==> config.mk <==
export PLATFORM = sky130hd
export DESIGN_NAME = regfile_write_arbiter_flat
export DESIGN_NICKNAME = d
export VERILOG_FILES = /design/src/rtl/regfile_write_arbiter_if.sv /design/src/rtl/regfile_write_arbiter.sv /design/src/flat_wrapper.sv
export SDC_FILE = /design/constraint.sdc
export NUM_CORES = 1
export LEC_CHECK = 0
export ABC_AREA = 1
export CAP_MARGIN = 0
export CORE_UTILIZATION = 42
export DETAILED_ROUTE_END_ITERATION = 10
export PLACE_DENSITY = 0.82
export SLEW_MARGIN = 20
export SYNTH_ARGS = -nofsm -noshare
export SYNTH_HDL_FRONTEND = slang
export SYNTH_SLANG_ARGS = --single-unit
export TNS_END_PERCENT = 1
==> constraint.sdc <==
create_clock -name clk -period 1.4 [get_ports clk]
set_input_delay 0.21 -clock clk [delete_from_list [all_inputs] [get_ports clk]]
set_output_delay 0.21 -clock clk [all_outputs]
set_load 0.01 [all_outputs]
==> src/rtl/regfile_write_arbiter_if.sv <==
// rtl/regfile_write_arbiter_if.sv - request, regfile write port and hazard signal bundle
//   slave  : arbiter side (takes requests and read addresses, drives readys, write port, hazards)
//   master : requester/decode side (drives requests and read addresses)
interface regfile_write_arbiter_if #(
  parameter int DATA_WIDTH = 32,
  parameter int ADDR_WIDTH = 5
);
  logic                  reqAValid;
  logic [ADDR_WIDTH-1:0] reqAAddress;
  logic [DATA_WIDTH-1:0] reqAData;
  logic                  reqAReady;

  logic                  reqBValid;
  logic [ADDR_WIDTH-1:0] reqBAddress;
  logic [DATA_WIDTH-1:0] reqBData;
  logic                  reqBReady;

  logic                  writeEnable;
  logic [ADDR_WIDTH-1:0] writeAddress;
  logic [DATA_WIDTH-1:0] writeData;

  logic [ADDR_WIDTH-1:0] readAddressA;
  logic [ADDR_WIDTH-1:0] readAddressB;
  logic                  hazardA;
  logic                  hazardB;

  modport slave (
    input  reqAValid, reqAAddress, reqAData,
    input  reqBValid, reqBAddress, reqBData,
    input  readAddressA, readAddressB,
    output reqAReady, reqBReady,
    output writeEnable, writeAddress, writeData,
    output hazardA, hazardB
  );

  modport master (
    output reqAValid, reqAAddress, reqAData,
    output reqBValid, reqBAddress, reqBData,
    output readAddressA, readAddressB,
    input  reqAReady, reqBReady,
    input  writeEnable, writeAddress, writeData,
    input  hazardA, hazardB
  );
endinterface

==> src/rtl/regfile_write_arbiter.sv <==
// rtl/regfile_write_arbiter.sv - two-port regfile write arbiter with starvation guard and hazard detect
//   clk, reset : sole clock, synchronous active-high reset
//   bus.reqA*  : pipeline writeback request (high priority), valid/ready handshake
//   bus.reqB*  : long-latency unit writeback request, forced through after STARVE_LIMIT lost conflicts
//   bus.write* : registered regfile write port, one cycle after acceptance
//   bus.readAddressA/B, bus.hazardA/B : decode read addresses and combinational in-flight write hazards
//   Optional feature macro: REGFILE_ZERO_REG_EN (address 0 is a hardwired zero register)
module regfile_write_arbiter #(
  parameter int DATA_WIDTH   = 32,
  parameter int ADDR_WIDTH   = 5,
  parameter int STARVE_LIMIT = 4
) (
  input  logic                   clk,
  input  logic                   reset,
  regfile_write_arbiter_if.slave bus
);

  typedef enum logic {PRIO_A, FORCE_B} state_t;

  localparam logic [3:0] LIMIT = 4'(STARVE_LIMIT);

  state_t                state, state_next;
  logic [3:0]            starve_count, starve_next;
  logic                  ready_a, ready_b;
  logic                  grant_a, grant_b;
  logic [ADDR_WIDTH-1:0] sel_addr;
  logic [DATA_WIDTH-1:0] sel_data;
  logic                  sel_writable;
  logic                  issue;

  logic                  we_q;
  logic [ADDR_WIDTH-1:0] wa_q;
  logic [DATA_WIDTH-1:0] wd_q;
  logic                  stage2_valid;
  logic [ADDR_WIDTH-1:0] stage2_address;
  logic                  rd_a_tracked, rd_b_tracked;

  always_comb begin
    ready_a     = 1'b0;
    ready_b     = 1'b0;
    state_next  = state;
    starve_next = starve_count;
    if (!reset) begin
      case (state)
        PRIO_A: begin
          ready_a = 1'b1;
          ready_b = !bus.reqAValid;
          if (bus.reqAValid && bus.reqBValid) begin
            // B lost a conflict; once the count reaches the limit B is forced next cycle.
            if (starve_count < LIMIT) begin
              starve_next = starve_count + 4'd1;
            end
            if (starve_count + 4'd1 >= LIMIT) begin
              state_next = FORCE_B;
            end
          end else if (bus.reqBValid) begin
            starve_next = 4'd0;
          end
        end
        FORCE_B: begin
          // B takes the slot if it is still asking; otherwise A is served.
          ready_b     = bus.reqBValid;
          ready_a     = !bus.reqBValid;
          starve_next = 4'd0;
          state_next  = PRIO_A;
        end
        default: begin
          state_next  = PRIO_A;
          starve_next = 4'd0;
        end
      endcase
    end
  end

  assign grant_a  = bus.reqAValid && ready_a;
  assign grant_b  = bus.reqBValid && ready_b;
  assign sel_addr = grant_b ? bus.reqBAddress : bus.reqAAddress;
  assign sel_data = grant_b ? bus.reqBData    : bus.reqAData;

`ifdef REGFILE_ZERO_REG_EN
  // Writes to the zero register are accepted but never reach the bank.
  assign sel_writable = (sel_addr != '0);
  assign rd_a_tracked = (bus.readAddressA != '0);
  assign rd_b_tracked = (bus.readAddressB != '0);
`else
  assign sel_writable = 1'b1;
  assign rd_a_tracked = 1'b1;
  assign rd_b_tracked = 1'b1;
`endif

  assign issue = (grant_a || grant_b) && sel_writable;

  always_ff @(posedge clk) begin
    if (reset) begin
      state          <= PRIO_A;
      starve_count   <= 4'd0;
      we_q           <= 1'b0;
      wa_q           <= '0;
      wd_q           <= '0;
      stage2_valid   <= 1'b0;
      stage2_address <= '0;
    end else begin
      state          <= state_next;
      starve_count   <= starve_next;
      we_q           <= issue;
      if (issue) begin
        wa_q <= sel_addr;
        wd_q <= sel_data;
      end
      stage2_valid   <= we_q;
      stage2_address <= wa_q;
    end
  end

  assign bus.reqAReady = ready_a;
  assign bus.reqBReady = ready_b;

  // Masking with reset drops a write accepted just before reset asserts.
  assign bus.writeEnable  = we_q && !reset;
  assign bus.writeAddress = reset ? '0 : wa_q;
  assign bus.writeData    = reset ? '0 : wd_q;

  // A write is invisible on bank read data for two cycles: the write-port cycle and stage 2.
  assign bus.hazardA = !reset && rd_a_tracked &&
                       ((we_q && bus.readAddressA == wa_q) ||
                        (stage2_valid && bus.readAddressA == stage2_address));
  assign bus.hazardB = !reset && rd_b_tracked &&
                       ((we_q && bus.readAddressB == wa_q) ||
                        (stage2_valid && bus.readAddressB == stage2_address));

endmodule

==> src/flat_wrapper.sv <==
// flat-port wrapper written by rule: the top's interface ports become plain ports
module regfile_write_arbiter_flat 
#(
  parameter int DATA_WIDTH   = 32,
  parameter int ADDR_WIDTH   = 5,
  parameter int STARVE_LIMIT = 4
)
  (clk, reset, bus_reqAValid, bus_reqAAddress, bus_reqAData, bus_reqBValid, bus_reqBAddress, bus_reqBData, bus_readAddressA, bus_readAddressB, bus_reqAReady, bus_reqBReady, bus_writeEnable, bus_writeAddress, bus_writeData, bus_hazardA, bus_hazardB);
  regfile_write_arbiter_if #(.DATA_WIDTH(DATA_WIDTH), .ADDR_WIDTH(ADDR_WIDTH)) bus_i ();
  input  logic clk;
  input  logic reset;
  input wire logic [$bits(bus_i.reqAValid)-1:0] bus_reqAValid;
  input wire logic [$bits(bus_i.reqAAddress)-1:0] bus_reqAAddress;
  input wire logic [$bits(bus_i.reqAData)-1:0] bus_reqAData;
  input wire logic [$bits(bus_i.reqBValid)-1:0] bus_reqBValid;
  input wire logic [$bits(bus_i.reqBAddress)-1:0] bus_reqBAddress;
  input wire logic [$bits(bus_i.reqBData)-1:0] bus_reqBData;
  input wire logic [$bits(bus_i.readAddressA)-1:0] bus_readAddressA;
  input wire logic [$bits(bus_i.readAddressB)-1:0] bus_readAddressB;
  output wire logic [$bits(bus_i.reqAReady)-1:0] bus_reqAReady;
  output wire logic [$bits(bus_i.reqBReady)-1:0] bus_reqBReady;
  output wire logic [$bits(bus_i.writeEnable)-1:0] bus_writeEnable;
  output wire logic [$bits(bus_i.writeAddress)-1:0] bus_writeAddress;
  output wire logic [$bits(bus_i.writeData)-1:0] bus_writeData;
  output wire logic [$bits(bus_i.hazardA)-1:0] bus_hazardA;
  output wire logic [$bits(bus_i.hazardB)-1:0] bus_hazardB;
  assign bus_i.reqAValid = bus_reqAValid;
  assign bus_i.reqAAddress = bus_reqAAddress;
  assign bus_i.reqAData = bus_reqAData;
  assign bus_i.reqBValid = bus_reqBValid;
  assign bus_i.reqBAddress = bus_reqBAddress;
  assign bus_i.reqBData = bus_reqBData;
  assign bus_i.readAddressA = bus_readAddressA;
  assign bus_i.readAddressB = bus_readAddressB;
  assign bus_reqAReady = bus_i.reqAReady;
  assign bus_reqBReady = bus_i.reqBReady;
  assign bus_writeEnable = bus_i.writeEnable;
  assign bus_writeAddress = bus_i.writeAddress;
  assign bus_writeData = bus_i.writeData;
  assign bus_hazardA = bus_i.hazardA;
  assign bus_hazardB = bus_i.hazardB;
  regfile_write_arbiter #(.DATA_WIDTH(DATA_WIDTH), .ADDR_WIDTH(ADDR_WIDTH), .STARVE_LIMIT(STARVE_LIMIT)) u_core (.clk(clk), .reset(reset), .bus(bus_i));
endmodule
## Yosys cells after proc, flatten, opt, wreduce, memory -nomap -nowiden

Cells that the tools add are included.

| word-level totals | value |
|---|---|
| register bits | 49 |
| input bits | 88 |
| output and inout port bits | 42 |
| logic and storage cells | 49 |

| operators by class | value |
|---|---|
| $add $sub $neg | 1 |
| order comparisons | 2 |
| equality and inequality tests | 6 |
| muxes and demuxes | 15 |
| bitwise operators | 1 |
| reduce and logical (&&, ||, !) cells | 17 |

Operators with widths:

| cell | number |
|---|---|
| $mux W32 | 2 |
| $eq A5 B5 Y1 | 4 |
| $mux W4 | 3 |
| $logic_and A1 B1 Y1 | 10 |
| $mux W5 | 2 |
| $pmux W4 S2 | 1 |
| $pmux W1 S2 | 3 |
| $add A4 B1 Y4 const B | 1 |
| $ge A4 B3 Y1 const B | 1 |
| $lt A4 B3 Y1 const B | 1 |
| $mux W1 | 4 |
| $logic_not A1 Y1 | 3 |
| $logic_or A1 B1 Y1 | 3 |
| $ne A3 B2 Y1 const B | 1 |
| $ne A3 B3 Y1 const B | 1 |
| $reduce_and A2 Y1 | 1 |
| $not A1 Y1 | 1 |

## Depth between registers and ports, before layout

| depth | value |
|---|---|
| depth after elaboration | 5 |
| depth in mapped cells | 8 |
| mapped depth without buffers | 6 |

## Least setup slack after synthesis

Ideal clock, no wire load.

| timing | value |
|---|---|
| kind | reg-to-output |
| start point | register u_core.state |
| end point | output port bus_reqBReady |
| arrival | 0.956 ns |
| path slack | 0.234 ns |
| stages on the path, launching flop included | 5 |
| path through | dfxtp_1 > nand2_1 > o21ai_2 > buf_2 > and2_1 |

| between the ends | value |
|---|---|
| cells in the longest elaborated chain, start to end | 3 |

RTL lines:

| item | line | RTL |
|---|---|---|
| start: declaration | regfile_write_arbiter.sv:22 | `state_t state, state_next;` |
| start signal: assignment | regfile_write_arbiter.sv:103 | `state <= state_next;` |
| $not A1 Y1 | regfile_write_arbiter.sv:44 | `case (state)` |
| $pmux W1 S2 (*) | regfile_write_arbiter.sv:44 |  |
| $mux W1 (*) | regfile_write_arbiter.sv:43 | `if (!reset) begin` |
| end: declaration | flat_wrapper.sv:21 | `output wire logic [$bits(bus_i.reqBReady)-1:0] bus_reqBReady;` |

Every way passes the cells marked *; elsewhere a longest branch is shown, timed or not.

## Final worst setup path

| timing | value |
|---|---|
| start point | register u_core.wa_q[4] |
| end point | output port bus_hazardA |

| between the ends | value |
|---|---|
| cells in the longest elaborated chain, start to end | 4 |

RTL lines:

| item | line | RTL |
|---|---|---|
| start: declaration | regfile_write_arbiter.sv:32 | `logic [ADDR_WIDTH-1:0] wa_q;` |
| start signal: assignment | regfile_write_arbiter.sv:107 | `wa_q <= sel_addr;` |
| $eq A5 B5 Y1 | regfile_write_arbiter.sv:125 | `((we_q && bus.readAddressA == wa_q) \|\|` |
| $logic_and A1 B1 Y1 | regfile_write_arbiter.sv:125 |  |
| $logic_or A1 B1 Y1 | regfile_write_arbiter.sv:125 |  |
| $logic_and A1 B1 Y1 | regfile_write_arbiter.sv:124 | `assign bus.hazardA = !reset && rd_a_tracked &&` |
| end: declaration | flat_wrapper.sv:25 | `output wire logic [$bits(bus_i.hazardA)-1:0] bus_hazardA;` |

No other way between the ends.

==> impl_metrics.yaml <==
min_path:
  hp-class: "in -> reg"
critical_path:
  r2r_slack_ns: 0.08
  critPathTopFamily: "flip-flops"
  critPathMaxStageDelay_ns: 0.36
  worstReg2RegStart: "u_core.state"
  r2r_cells: 6
  endpoint_kind: "primary output"
  worstSetupStartpointType: "flop"
  crit_type: "reg -> out"
  path_buf_inv: 2
  crit_slowest_cell: "dfxtp_2"
  critical_path_arrival_ns: 1.33
  crit_required_ns: 1.19
  critPathMaxFanout: 3
  crit_path_end: "bus_hazardA"
  reg2reg_to: "u_core.wd_q[17]"
  path_cells: "inv_2 > nand2_1 > o21ai_1 > nor2_1 > nand3_2 > a21oi_2 > buf_2"
  worstSetupStartpoint: "u_core.wa_q[4]"
  worst-path-stages: 7
floorplanning:
  die_h_um: 83.6
  initial_core_util_pct: 43.8
  ios: 130
  die_x_um: 83.6
  core_um2: 6390
  dieArea_um2: 6990
  num_rows: 29
power_and_ir_drop:
  combPwrFrac_pct: 28.0
  power_frac_seq_pct: 47.4
  power.net_switching_mw: 0.934
  intPower_mw: 2.33
  p_total_mw: 3.27
  powerDensity_nw_per_um2: 730
  sw_frac_of_total_pct: 28.6
  power.leakage_nw: 2.52
  power_frac_clock_pct: 24.7
  ir_drop_mv: 0.415
finish:
  postLayoutCoreUtil_pct: 70.1
  multi_input_area_um2: 1370
  final_cell_area_um2: 4480
  fillers: 590
  area_growth_pct: 60.2
  layout.nets: 710
  diodes: 0
  seqCellArea_um2: 996
  drive_above_1_share_pct: 14.5
cts:
  cts_made_buffers: 5
  post_cts_buffers: 0
  path_clk_slew_ns: 0.09
  clockRootBuffer: "clkbuf_8"
  insertion_delay_ns: 0.30
  clock_sink_count: 49
  cts_tree: "built"
  clockBufferDepth: 2
  htree_levels: 2
sta:
  layout_setup_ws_ns: -0.145
  relSlewSlack_pct: 74.6
  rsz0062_at_grt: "yes"
  min_period_ns: 1.54
  slew_violations: 0
  setup_violations: 2
  period_share_pct: 110
  max_slew.worst_pin.slew_ns: 0.380
  fmax_ghz: 0.647
  hold_viol: 0
  setup_tns_ns: -0.247
  clock_skew_ns: 0.00606
routing:
  totalWireLength_um: 8090
  wl_per_cell_um: 11.6
  drc: 0
  vias: 3272
  dr.pass1.iters: 4
  drt_iter0_markers: 143
  viasPerCell: 4.68
  ant_nets: 0
flow_run:
  maxCapViolations: 0
status:
  outcome: "finished, violations left"
  failed_checks: "negative setup slack"
logic_synthesis:
  avgSynthCellArea_um2: 5.90
  synth_warnings: 0
  synth.distinct_cells: 24
  yosysSeqAreaShare_pct: 35.1
  synthCells: 474
  synth_area_leader_cell: "dfxtp_1"
  synth_top_cell_area_share_pct: 35.1
  synth.cell_area_um2: 2800
  synth_area_leaders: "dfxtp_1 (35%), nand2_1 (18%), inv_1 (14%)"
  ys_seq_elements: 49
  syn_nets: 563
global_routing:
  first_global_vias: 3117
  grt-ovfl-total: 0
  grt_usage_pct: 23.2
  grt_max_degree: 32
  grt_pass1_wl_um: 13300
  grt_antenna_before_repair: 0
placement:
  post-place-ws_ns: -0.605
  gp_congestion: 0.905
  port_buffers: 129
  dp_hpwl_um: 6080
  placed_area_um2: 4370
==> power by group through the flow <==
stage	Sequential, mW	Combinational (mW)	Clock, mW
2_1_floorplan	1.56	0.409	0
3_3_place_gp	1.57	0.920	0
3_5_place_dp	1.57	0.936	0
4_1_cts	1.54	0.908	0.826
5_1_grt	1.56	1.01	0.899
6_report	1.55	0.914	0.806
==> cell usage in the layout (no fill, tap or decap) <==
master	synthesis	routed
ha_1	1	1
nand2_1	137	135
buf_12	0	4
o21ai_1	55	55
and2_4	0	1
nor2_4	0	1
nor3_1	1	1
nand4_1	11	11
clkinv_2	0	2
nand3_1	18	17
xnor2_1	1	1
nand3_2	0	1
dlymetal6s2s_1	0	12
inv_2	0	7
clkbuf_2	1	1
a21oi_1	6	4
nand3_4	1	1
o21ai_0	7	6
clkbuf_8	0	5
dfxtp_2	0	12
buf_2	13	9
xor2_1	1	1
a21oi_2	1	2
clkdlybuf4s50_1	0	75
a21oi_4	0	1
clkbuf_1	6	1
o21ai_2	1	2
buf_6	1	4
buf_4	1	25
inv_1	104	97
dfxtp_1	49	37
nor2_2	2	9
and2_1	2	1
nor2_1	53	45
dlygate4sd2_1	0	32
nand2_2	1	3
==> area by class of cell <==
cell class                 instances  area share (%)
clock buffer                       6            1.62
inverter                         104            8.72
clock inverter                     2           0.223
sequential                        49            22.2
tap                               77            2.15
multi-input combinational        299            30.6
timing repair buffer             162            34.5
==> flip-flops by register name, summed over array words and instances (netlist names) <==
name and cells:
u_core.stage2_valid 1, u_core.state 1, u_core.wd_q 32, u_core.we_q 1, u_core.stage2_address 5, u_core.wa_q 5
u_core.starve_count 4
==> cell families after synthesis <==
group,Yosys count,synth area share [%]
and+or+nand+nor,226,33.1
buffers and inverters,126,17.9
AOI/OAI and AO/OA,70,12.8
DFF,49,35.1
xor gates and xnor gates,2,0.627
adders and majority gates,1,0.447
==> per-stage QoR <==
| step | hold slack, ns | instances |
|---|---|---|
| 6_report | 0.359 | 699 |
| 5_1_grt | 0.377 | 699 |
| 4_1_cts | 0.478 | 699 |
| 3_5_place_dp | 0.469 | 691 |
| 3_3_place_gp | 0.460 | 691 |
| 2_1_floorplan | 0.331 | 474 |
==> worst min-delay path by stage <==
stage                               start                   to  slack [ns]  cells after the start
after floorplan           bus_reqBData[2]       u_core.wd_q[2]        0.33                      2
after global placement        u_core.we_q  u_core.stage2_valid        0.46                      2
after detailed placement      u_core.we_q  u_core.stage2_valid        0.47                      2
after CTS                 bus_reqBData[9]       u_core.wd_q[9]        0.48                      3
after global routing                reset  u_core.stage2_valid        0.38                      3
final                               reset  u_core.stage2_valid        0.36                      3
==> timing repair <==
action                                 4_1_cts  5_1_grt
setup endpoints to repair                   74       57
endpoints found under the hold margin        0        0
pin swaps                                    0       16
gates resized for setup                     80       44
hold buffers                                 0        0
==> cells in the mapped netlist, drive strengths merged <==
| cell | instances |
|---|---|
| ha | 1 |
| nor2 | 55 |
| xnor2 | 1 |
| nand4 | 11 |
| a21oi | 7 |
| and2 | 2 |
| nor3 | 1 |
| buf | 15 |
| xor2 | 1 |
| inv | 104 |
| nand2 | 138 |
| clkbuf | 7 |
| dfxtp | 49 |
| o21ai | 63 |
| nand3 | 19 |
==> worst register-to-register path: stages, from the launching register on <==
cell	delay (ns)
dfxtp_2	0.34
o21ai_2	0.17
buf_6	0.18
nand3_4	0.12
buf_12	0.18
o21ai_1	0.15
nand2_1	0.07
==> routing by layer <==
| layer | routed length, µm | global-route usage (%) | vias to the layer above |
|---|---|---|---|
| li1 | - | - | 1716 |
| met1 | 3480 | 26.4 | 1415 |
| met2 | 3840 | 41.2 | 129 |
| met3 | 635 | 6.03 | 12 |
| met4 | 135 | 8.78 | 0 |
| met5 | 0 | 0 | - |
(Power assumes the default switching activity.)
